===== src/rtl/lcd1602_bus_receiver_if.sv =====
// ----------------------------------------------------------------------------
// lcd1602_bus_receiver_if
//   HD44780-style 8-bit parallel LCD bus, as driven by the display drivers.
//
//   Signals:
//     lcd_en  bus strobe; the transfer is latched on its falling edge
//     lcd_rs  1 = data (character), 0 = command
//     lcd_db  8-bit bus data
//
//   Handshake: there is no back-pressure. The master holds lcd_rs/lcd_db
//   stable while lcd_en is high and across its falling edge; every
//   falling edge of lcd_en is one transfer. The slave never stalls the bus.
//   A strobe that arrives while the slave is busy is dropped and flagged.
//
//   Modports:
//     master  drives the bus (display driver / testbench)
//     slave   samples the bus (lcd1602_bus_receiver)
// ----------------------------------------------------------------------------
interface lcd1602_bus_receiver_if;
    logic       lcd_en;
    logic       lcd_rs;
    logic [7:0] lcd_db;

    modport master (output lcd_en, output lcd_rs, output lcd_db);
    modport slave  (input  lcd_en, input  lcd_rs, input  lcd_db);
endinterface


===== src/rtl/lcd1602_bus_receiver.sv =====
// ----------------------------------------------------------------------------
// lcd1602_bus_receiver
//   Responder end of an HD44780-style 8-bit LCD bus. Synchronizes the bus
//   pins, detects falling edges of lcd_en, decodes commands and writes
//   characters into a 2x16 shadow DDRAM that can be read back.
//
//   Ports:
//     clk         system clock
//     rst         asynchronous, active-low reset
//     bus         LCD bus (slave modport): lcd_en, lcd_rs, lcd_db
//     rd_addr     shadow read index {line, column[3:0]}
//     rd_data     character at rd_addr, registered (1-cycle latency)
//     cursor      current address counter {line, column}
//     display_on  display-control D bit
//     busy        clear sweep in progress
//     char_wr     one-cycle pulse per accepted character write
//     cmd_err     sticky: unsupported command or out-of-range DDRAM address
//     overrun     sticky: strobe arrived while busy
//     state_dbg   FSM state (0 = IDLE, 1 = CLEAR)
// ----------------------------------------------------------------------------
module lcd1602_bus_receiver #(
    parameter int         SYNC_STAGES = 2,
    parameter logic [7:0] FILL_CHAR   = 8'h20
) (
    input  logic                        clk,
    input  logic                        rst,
    lcd1602_bus_receiver_if.slave       bus,
    input  logic [4:0]                  rd_addr,
    output logic [7:0]                  rd_data,
    output logic [4:0]                  cursor,
    output logic                        display_on,
    output logic                        busy,
    output logic                        char_wr,
    output logic                        cmd_err,
    output logic                        overrun,
    output logic                        state_dbg
);

    typedef enum logic {
        ST_IDLE  = 1'b0,
        ST_CLEAR = 1'b1
    } state_t;

    state_t state, state_next;

    // Synchronizers: all three bus fields go through the same depth so the
    // rs/db values seen at the synced edge are the ones present at the pin edge.
    logic [SYNC_STAGES-1:0] en_sync;
    logic [SYNC_STAGES-1:0] rs_sync;
    logic [7:0]             db_sync [SYNC_STAGES];
    logic                   en_last;

    logic       en_s;
    logic       rs_s;
    logic [7:0] db_s;
    logic       strobe;

    assign en_s   = en_sync[SYNC_STAGES-1];
    assign rs_s   = rs_sync[SYNC_STAGES-1];
    assign db_s   = db_sync[SYNC_STAGES-1];
    assign strobe = en_last & ~en_s;

    always_ff @(posedge clk or negedge rst) begin
        if (!rst) begin
            en_sync <= '0;
            rs_sync <= '0;
            en_last <= 1'b0;
            for (int i = 0; i < SYNC_STAGES; i++) begin
                db_sync[i] <= '0;
            end
        end else begin
            en_sync    <= {en_sync[SYNC_STAGES-2:0], bus.lcd_en};
            rs_sync    <= {rs_sync[SYNC_STAGES-2:0], bus.lcd_rs};
            en_last    <= en_s;
            db_sync[0] <= bus.lcd_db;
            for (int i = 1; i < SYNC_STAGES; i++) begin
                db_sync[i] <= db_sync[i-1];
            end
        end
    end

    // Shadow DDRAM and control state
    logic [7:0] shadow [32];
    logic [4:0] sweep_cnt;
    logic       incr;

    // Decoded actions for this cycle
    logic data_wr;
    logic ld_addr;
    logic home;
    logic set_id;
    logic set_disp;
    logic set_err;
    logic set_ovr;
    logic clear_done;

    always_ff @(posedge clk or negedge rst) begin
        if (!rst) begin
            state <= ST_IDLE;
        end else begin
            state <= state_next;
        end
    end

    // Command decode follows the HD44780 rule: the highest set bit picks
    // the instruction, lower bits are its arguments.
    always_comb begin
        state_next = state;
        data_wr    = 1'b0;
        ld_addr    = 1'b0;
        home       = 1'b0;
        set_id     = 1'b0;
        set_disp   = 1'b0;
        set_err    = 1'b0;
        set_ovr    = 1'b0;
        clear_done = 1'b0;
        case (state)
            ST_IDLE: begin
                if (strobe) begin
                    if (rs_s) begin
                        data_wr = 1'b1;
                    end else begin
                        casez (db_s)
                            8'b1???????: begin
                                ld_addr = 1'b1;
                                set_err = (db_s[5:4] != 2'b00);
                            end
                            8'b01??????: set_err  = 1'b1;
                            8'b001?????: set_err  = ~db_s[4];
                            8'b0001????: set_err  = 1'b1;
                            8'b00001???: set_disp = 1'b1;
                            8'b000001??: set_id   = 1'b1;
                            8'b0000001?: home     = 1'b1;
                            8'b00000001: state_next = ST_CLEAR;
                            default: ;
                        endcase
                    end
                end
            end
            ST_CLEAR: begin
                set_ovr = strobe;
                if (sweep_cnt == 5'd31) begin
                    clear_done = 1'b1;
                    state_next = ST_IDLE;
                end
            end
        endcase
    end

    always_ff @(posedge clk or negedge rst) begin
        if (!rst) begin
            cursor     <= '0;
            incr       <= 1'b1;
            display_on <= 1'b0;
            char_wr    <= 1'b0;
            cmd_err    <= 1'b0;
            overrun    <= 1'b0;
            sweep_cnt  <= '0;
            rd_data    <= FILL_CHAR;
            for (int i = 0; i < 32; i++) begin
                shadow[i] <= FILL_CHAR;
            end
        end else begin
            char_wr <= data_wr;
            // Read before any same-cycle write lands: old value is returned.
            rd_data <= shadow[rd_addr];

            if (data_wr) begin
                shadow[cursor] <= db_s;
                // 5-bit {line, col} wraps naturally: 0x0F -> 0x10 -> ... -> 0x1F -> 0x00
                cursor <= incr ? cursor + 5'd1 : cursor - 5'd1;
            end
            if (ld_addr) begin
                cursor <= {db_s[6], db_s[3:0]};
            end
            if (home) begin
                cursor <= '0;
            end
            if (set_id) begin
                incr <= db_s[1];
            end
            if (set_disp) begin
                display_on <= db_s[2];
            end
            if (set_err) begin
                cmd_err <= 1'b1;
            end
            if (set_ovr) begin
                overrun <= 1'b1;
            end

            if (state == ST_CLEAR) begin
                shadow[sweep_cnt] <= FILL_CHAR;
                sweep_cnt         <= sweep_cnt + 5'd1;
            end else begin
                sweep_cnt <= '0;
            end
            if (clear_done) begin
                cursor <= '0;
                incr   <= 1'b1;
            end
        end
    end

    assign busy      = (state == ST_CLEAR);
    assign state_dbg = state;

endmodule


===== src/flat_wrapper.sv =====
// flat-port wrapper written by rule: the top's interface ports become plain ports
module lcd1602_bus_receiver_flat 
#(
    parameter int         SYNC_STAGES = 2,
    parameter logic [7:0] FILL_CHAR   = 8'h20
)
  (clk, rst, rd_addr, rd_data, cursor, display_on, busy, char_wr, cmd_err, overrun, state_dbg, bus_lcd_en, bus_lcd_rs, bus_lcd_db);
  lcd1602_bus_receiver_if bus_i ();
  input  logic clk;
  input  logic rst;
  input  logic [4:0] rd_addr;
  output logic [7:0] rd_data;
  output logic [4:0] cursor;
  output logic display_on;
  output logic busy;
  output logic char_wr;
  output logic cmd_err;
  output logic overrun;
  output logic state_dbg;
  input wire logic [$bits(bus_i.lcd_en)-1:0] bus_lcd_en;
  input wire logic [$bits(bus_i.lcd_rs)-1:0] bus_lcd_rs;
  input wire logic [$bits(bus_i.lcd_db)-1:0] bus_lcd_db;
  assign bus_i.lcd_en = bus_lcd_en;
  assign bus_i.lcd_rs = bus_lcd_rs;
  assign bus_i.lcd_db = bus_lcd_db;
  lcd1602_bus_receiver #(.SYNC_STAGES(SYNC_STAGES), .FILL_CHAR(FILL_CHAR)) u_core (.clk(clk), .rst(rst), .bus(bus_i), .rd_addr(rd_addr), .rd_data(rd_data), .cursor(cursor), .display_on(display_on), .busy(busy), .char_wr(char_wr), .cmd_err(cmd_err), .overrun(overrun), .state_dbg(state_dbg));
endmodule

===== config.mk =====
export PLATFORM = sky130hd
export DESIGN_NAME = lcd1602_bus_receiver_flat
export DESIGN_NICKNAME = d
export VERILOG_FILES = /design/src/rtl/lcd1602_bus_receiver_if.sv /design/src/rtl/lcd1602_bus_receiver.sv /design/src/flat_wrapper.sv
export SDC_FILE = /design/constraint.sdc
export NUM_CORES = 1
export LEC_CHECK = 0
export ABC_AREA = 1
export BUFFER_PORTS_ARGS = -buffer_cell sky130_fd_sc_hd__buf_2
export CAP_MARGIN = 20
export CORE_AREA = 2 2 262 161
export CTS_BUF_LIST = sky130_fd_sc_hd__clkbuf_8 sky130_fd_sc_hd__clkbuf_16
export CTS_CLUSTER_SIZE = 14
export DETAILED_ROUTE_END_ITERATION = 10
export DIE_AREA = 0 0 264 163
export GPL_ROUTABILITY_DRIVEN = 0
export SLEW_MARGIN = 20
export SYNTH_ARGS = -nofsm -noshare
export SYNTH_HDL_FRONTEND = slang
export SYNTH_SLANG_ARGS = --single-unit

===== constraint.sdc =====
create_clock -name clk -period 1.9 [get_ports clk]
set_input_delay 0.38 -clock clk [delete_from_list [all_inputs] [get_ports clk]]
set_output_delay 0.38 -clock clk [all_outputs]
set_load 0.01 [all_outputs]

==> results.toml <==
[run_status]
status = "completed"

[yosys]
synth_fp_nets = 2420
yosys-top-cells-count = "nand2_1 (931), nor2_1 (455), dfrtp_1 (267)"
netlist.area_leader.share_pct = 41.66
syn_area_mm2 = 0.01604
synth-edff-count = 0
syn_inst = 2394
synth-main-ff-cell = "dfrtp_1"
yosysSeqAreaShare_pct = 47.23
synth_top_area_cell = "dfrtp_1"
yosysUniqueCellTypes = 29
syn_area_per_cell_um2 = 6.700
yosys_warnings = 0
ys_ff_latch = 301
synth_most_common_cell = "nand2_1"
async_flop_share_pct = 100.0
ys_top_cells_by_area = "dfrtp_1 (42%), nand2_1 (22%), nor2_1 (11%)"

[detailed_routing]
wl_per_cell_um = 16.71
drcViolationCount = 0
vias = 14880
viasPerCell = 4.945
wl_um = 50290
drt_iter0_drc = 1631
drt.antenna.violating_nets = 0
dr.pass1.iters = 7

[critical_path]
crit_chain = "nor2_2 -> nand3_4 -> nor3_4 -> buf_12 -> nand2_1 -> nand2_1 -> nand2_1 -> nor2_1"
worst_setup_path_end_kind = "register"
cp-start-kind = "register"
path_buf_inv = 1
critPathTopFamily = "simple AND/OR/NAND/NOR gates"
worst_path_most_repeated_cell = "nand2_1"
cpPeakStageDelay_ps = 380
crit_slowest_cell = "dfrtp_1"
cp_data_arrival_time_ps = 2380
crit_path_max_fanout = 16
worst_ep_required_time_ps = 2400
criticalPathCategory = "reg -> reg"

[floorplanning]
start_util_pct = 39.19
fp.coreArea_mm2 = 0.04093
row_count = 58
ios = 36
die_h_um = 163
die-area_mm2 = 0.04303
dieWidth_um = 264

[global_route]
grt_usage_pct = 23.75
antenna_found_initial = 0
grt_max_degree = 79
grt_pass1_vias = 13880
grt_pass1_wl_um = 79740
overflow = 0

[clocking]
clock_sinks = 301
cts-buffers-inserted = 30
clkLatencyLatePin_ps = 580
h-tree-depth = 1
clock-root-buffer = "clkbuf_16"
cts_buffer_depth = 3
cts.clk_slew.worst_paths_ps = 60
cts_tree = "done"

[sta]
fmaxAchievable_mhz = 532.6
setup_viol = 0
tns_ps = 0
period_minus_slack_ps = 1878
relSlewSlack_pct = 54.77
finalClockSkew_ps = 12.09
tightest_slew_ps = 678.4
maxSlewViolCount = 0
fin_crit_sh_pct = 98.82
rsz0062_at_grt = "true"
hold_viol = 0

[finish]
nets = 2471
nFillCells = 4114
area_growth_pct = 16.60
regArea_mm2 = 0.007581
antenna_cells = 0
layout-drive-gt1-share_pct = 10.69
multi_input_area_mm2 = 0.007092

[power]
power_density_mw_per_mm2 = 1224
vdd_drop_max_mv = 0.6198
leakage_nw = 10.53
total_power_mw = 22.90

[job]
cap_violations = 0

[min_path]
hold_class = "in -> reg"

[place]
hpwl_um = 32620
io_buffer_count = 35
-- final cells by class --
| type | count | share of cell area, % |
|---|---|---|
| clock buffer | 38 | 4.663 |
| inverter | 257 | 5.165 |
| tap | 540 | 3.613 |
| sequential | 301 | 40.54 |
| timing repair buffer | 143 | 7.226 |
| multi-input combinational | 1712 | 37.92 |
| clock inverter | 18 | 0.8764 |
-- sequential cells by signal (all words and copies together) (netlist names) --
register and cells:
u_core.shadow 256, u_core.db_s 8, u_core.db_sync 8, u_core.rd_data 8
u_core.cursor 5, u_core.sweep_cnt 5, u_core.en_sync 2, u_core.rs_sync 2
u_core.busy 1, u_core.char_wr 1, u_core.cmd_err 1, u_core.display_on 1
u_core.en_last 1, u_core.incr 1, u_core.overrun 1
-- through the flow --
step / setup WS, ps / cells / utilization (%) / area (µm²) / hold WS [ps]
after detailed placement: -37.89 / 2942 / 42.70 / 17480 / 339.3
after global routing: -149.5 / 3009 / 45.69 / 18700 / 126.6
after CTS: 0.8966 / 3009 / 45.52 / 18630 / 76.48
after floorplan: 104.4 / 2394 / - / 16040 / 84.41
final: 22.42 / 3009 / 45.69 / 18700 / 99.62
after global placement: 50.86 / 2942 / 42.70 / 17480 / 331.7
-- cell usage in the layout (no fill, tap or decap), drive strengths merged, types with 2 or more instances in the layout --
master and count:
bufinv 3, dfrtp 267, nand3 266, dfstp 34, dlygate4sd3 11, nand2 931, inv 262, clkbuf 38
nand4 5, nor2 456, a21o 2, clkinv 9, or2 2, ha 8, o21ai 8, o211ai 2
nor3 21, a21oi 5, buf 132
-- worst register-to-register path, stage by stage (launching register included) --
cell     delay, ps
dfrtp_1        380
nor2_2         200
nand3_4        180
nor3_4         190
buf_12         190
nand2_1        320
nand2_1        170
nand2_1         60
nor2_1         120
-- layer usage --
metal / global-route usage (%) / up-vias / share of wire [%]
met5: 0 / - / 0
met4: 4.184 / 0 / 1.8
met3: 6.093 / 75 / 10
met2: 33.73 / 597 / 40
met1: 36.36 / 6909 / 48
li1: - / 7298 / -
-- path summary, 6_finish.rpt --
path / to / cells past startpoint / start / slack (ps)
max in group asynchronous: u_core.shadow[213] / 3 / rst / 820
worst max-delay path: u_core.shadow[174] / 8 / u_core.en_sync[1] / 20
worst min register to register: u_core.rs_sync[1] / 0 / u_core.rs_sync[0] / 350
min in group asynchronous: u_core.shadow[66] / 2 / rst / 350
worst max register to register: u_core.shadow[174] / 8 / u_core.en_sync[1] / 20
worst min-delay path: u_core.rd_data[5] / 3 / rd_addr[4] / 100
-- kinds of logic (layout without fill, tap and decap cells) --
group / after synthesis / after routing / share of synthesized area (%)
AOI/OAI and AO/OA: 19 / 19 / 0.6864
and+or+nand+nor: 1683 / 1683 / 42.23
xor gates and xnor gates: 1 / 1 / 0.05462
adders and majority gates: 9 / 9 / 0.7489
buffers and inverters: 381 / 456 / 9.049
DFF: 301 / 301 / 47.23
-- power by group --
part / switching [mW] / total (mW) / internal [mW]
clock: 2.70 / 6.33 / 3.63
sequential: 1.33 / 10.0 / 8.72
combinational: 4.05 / 6.52 / 2.46
total: 8.08 / 22.9 / 14.8
-- what timing repair did --
action                                  4_1_cts  5_1_grt
gates resized for setup                       4       22
endpoints found under the hold margin        37        0
gates cloned                                  0        0
hold buffers                                 11        0
endpoints found under the setup margin        5      200
buffers inserted                              0        0
Power figures use the tool's default switching activity.
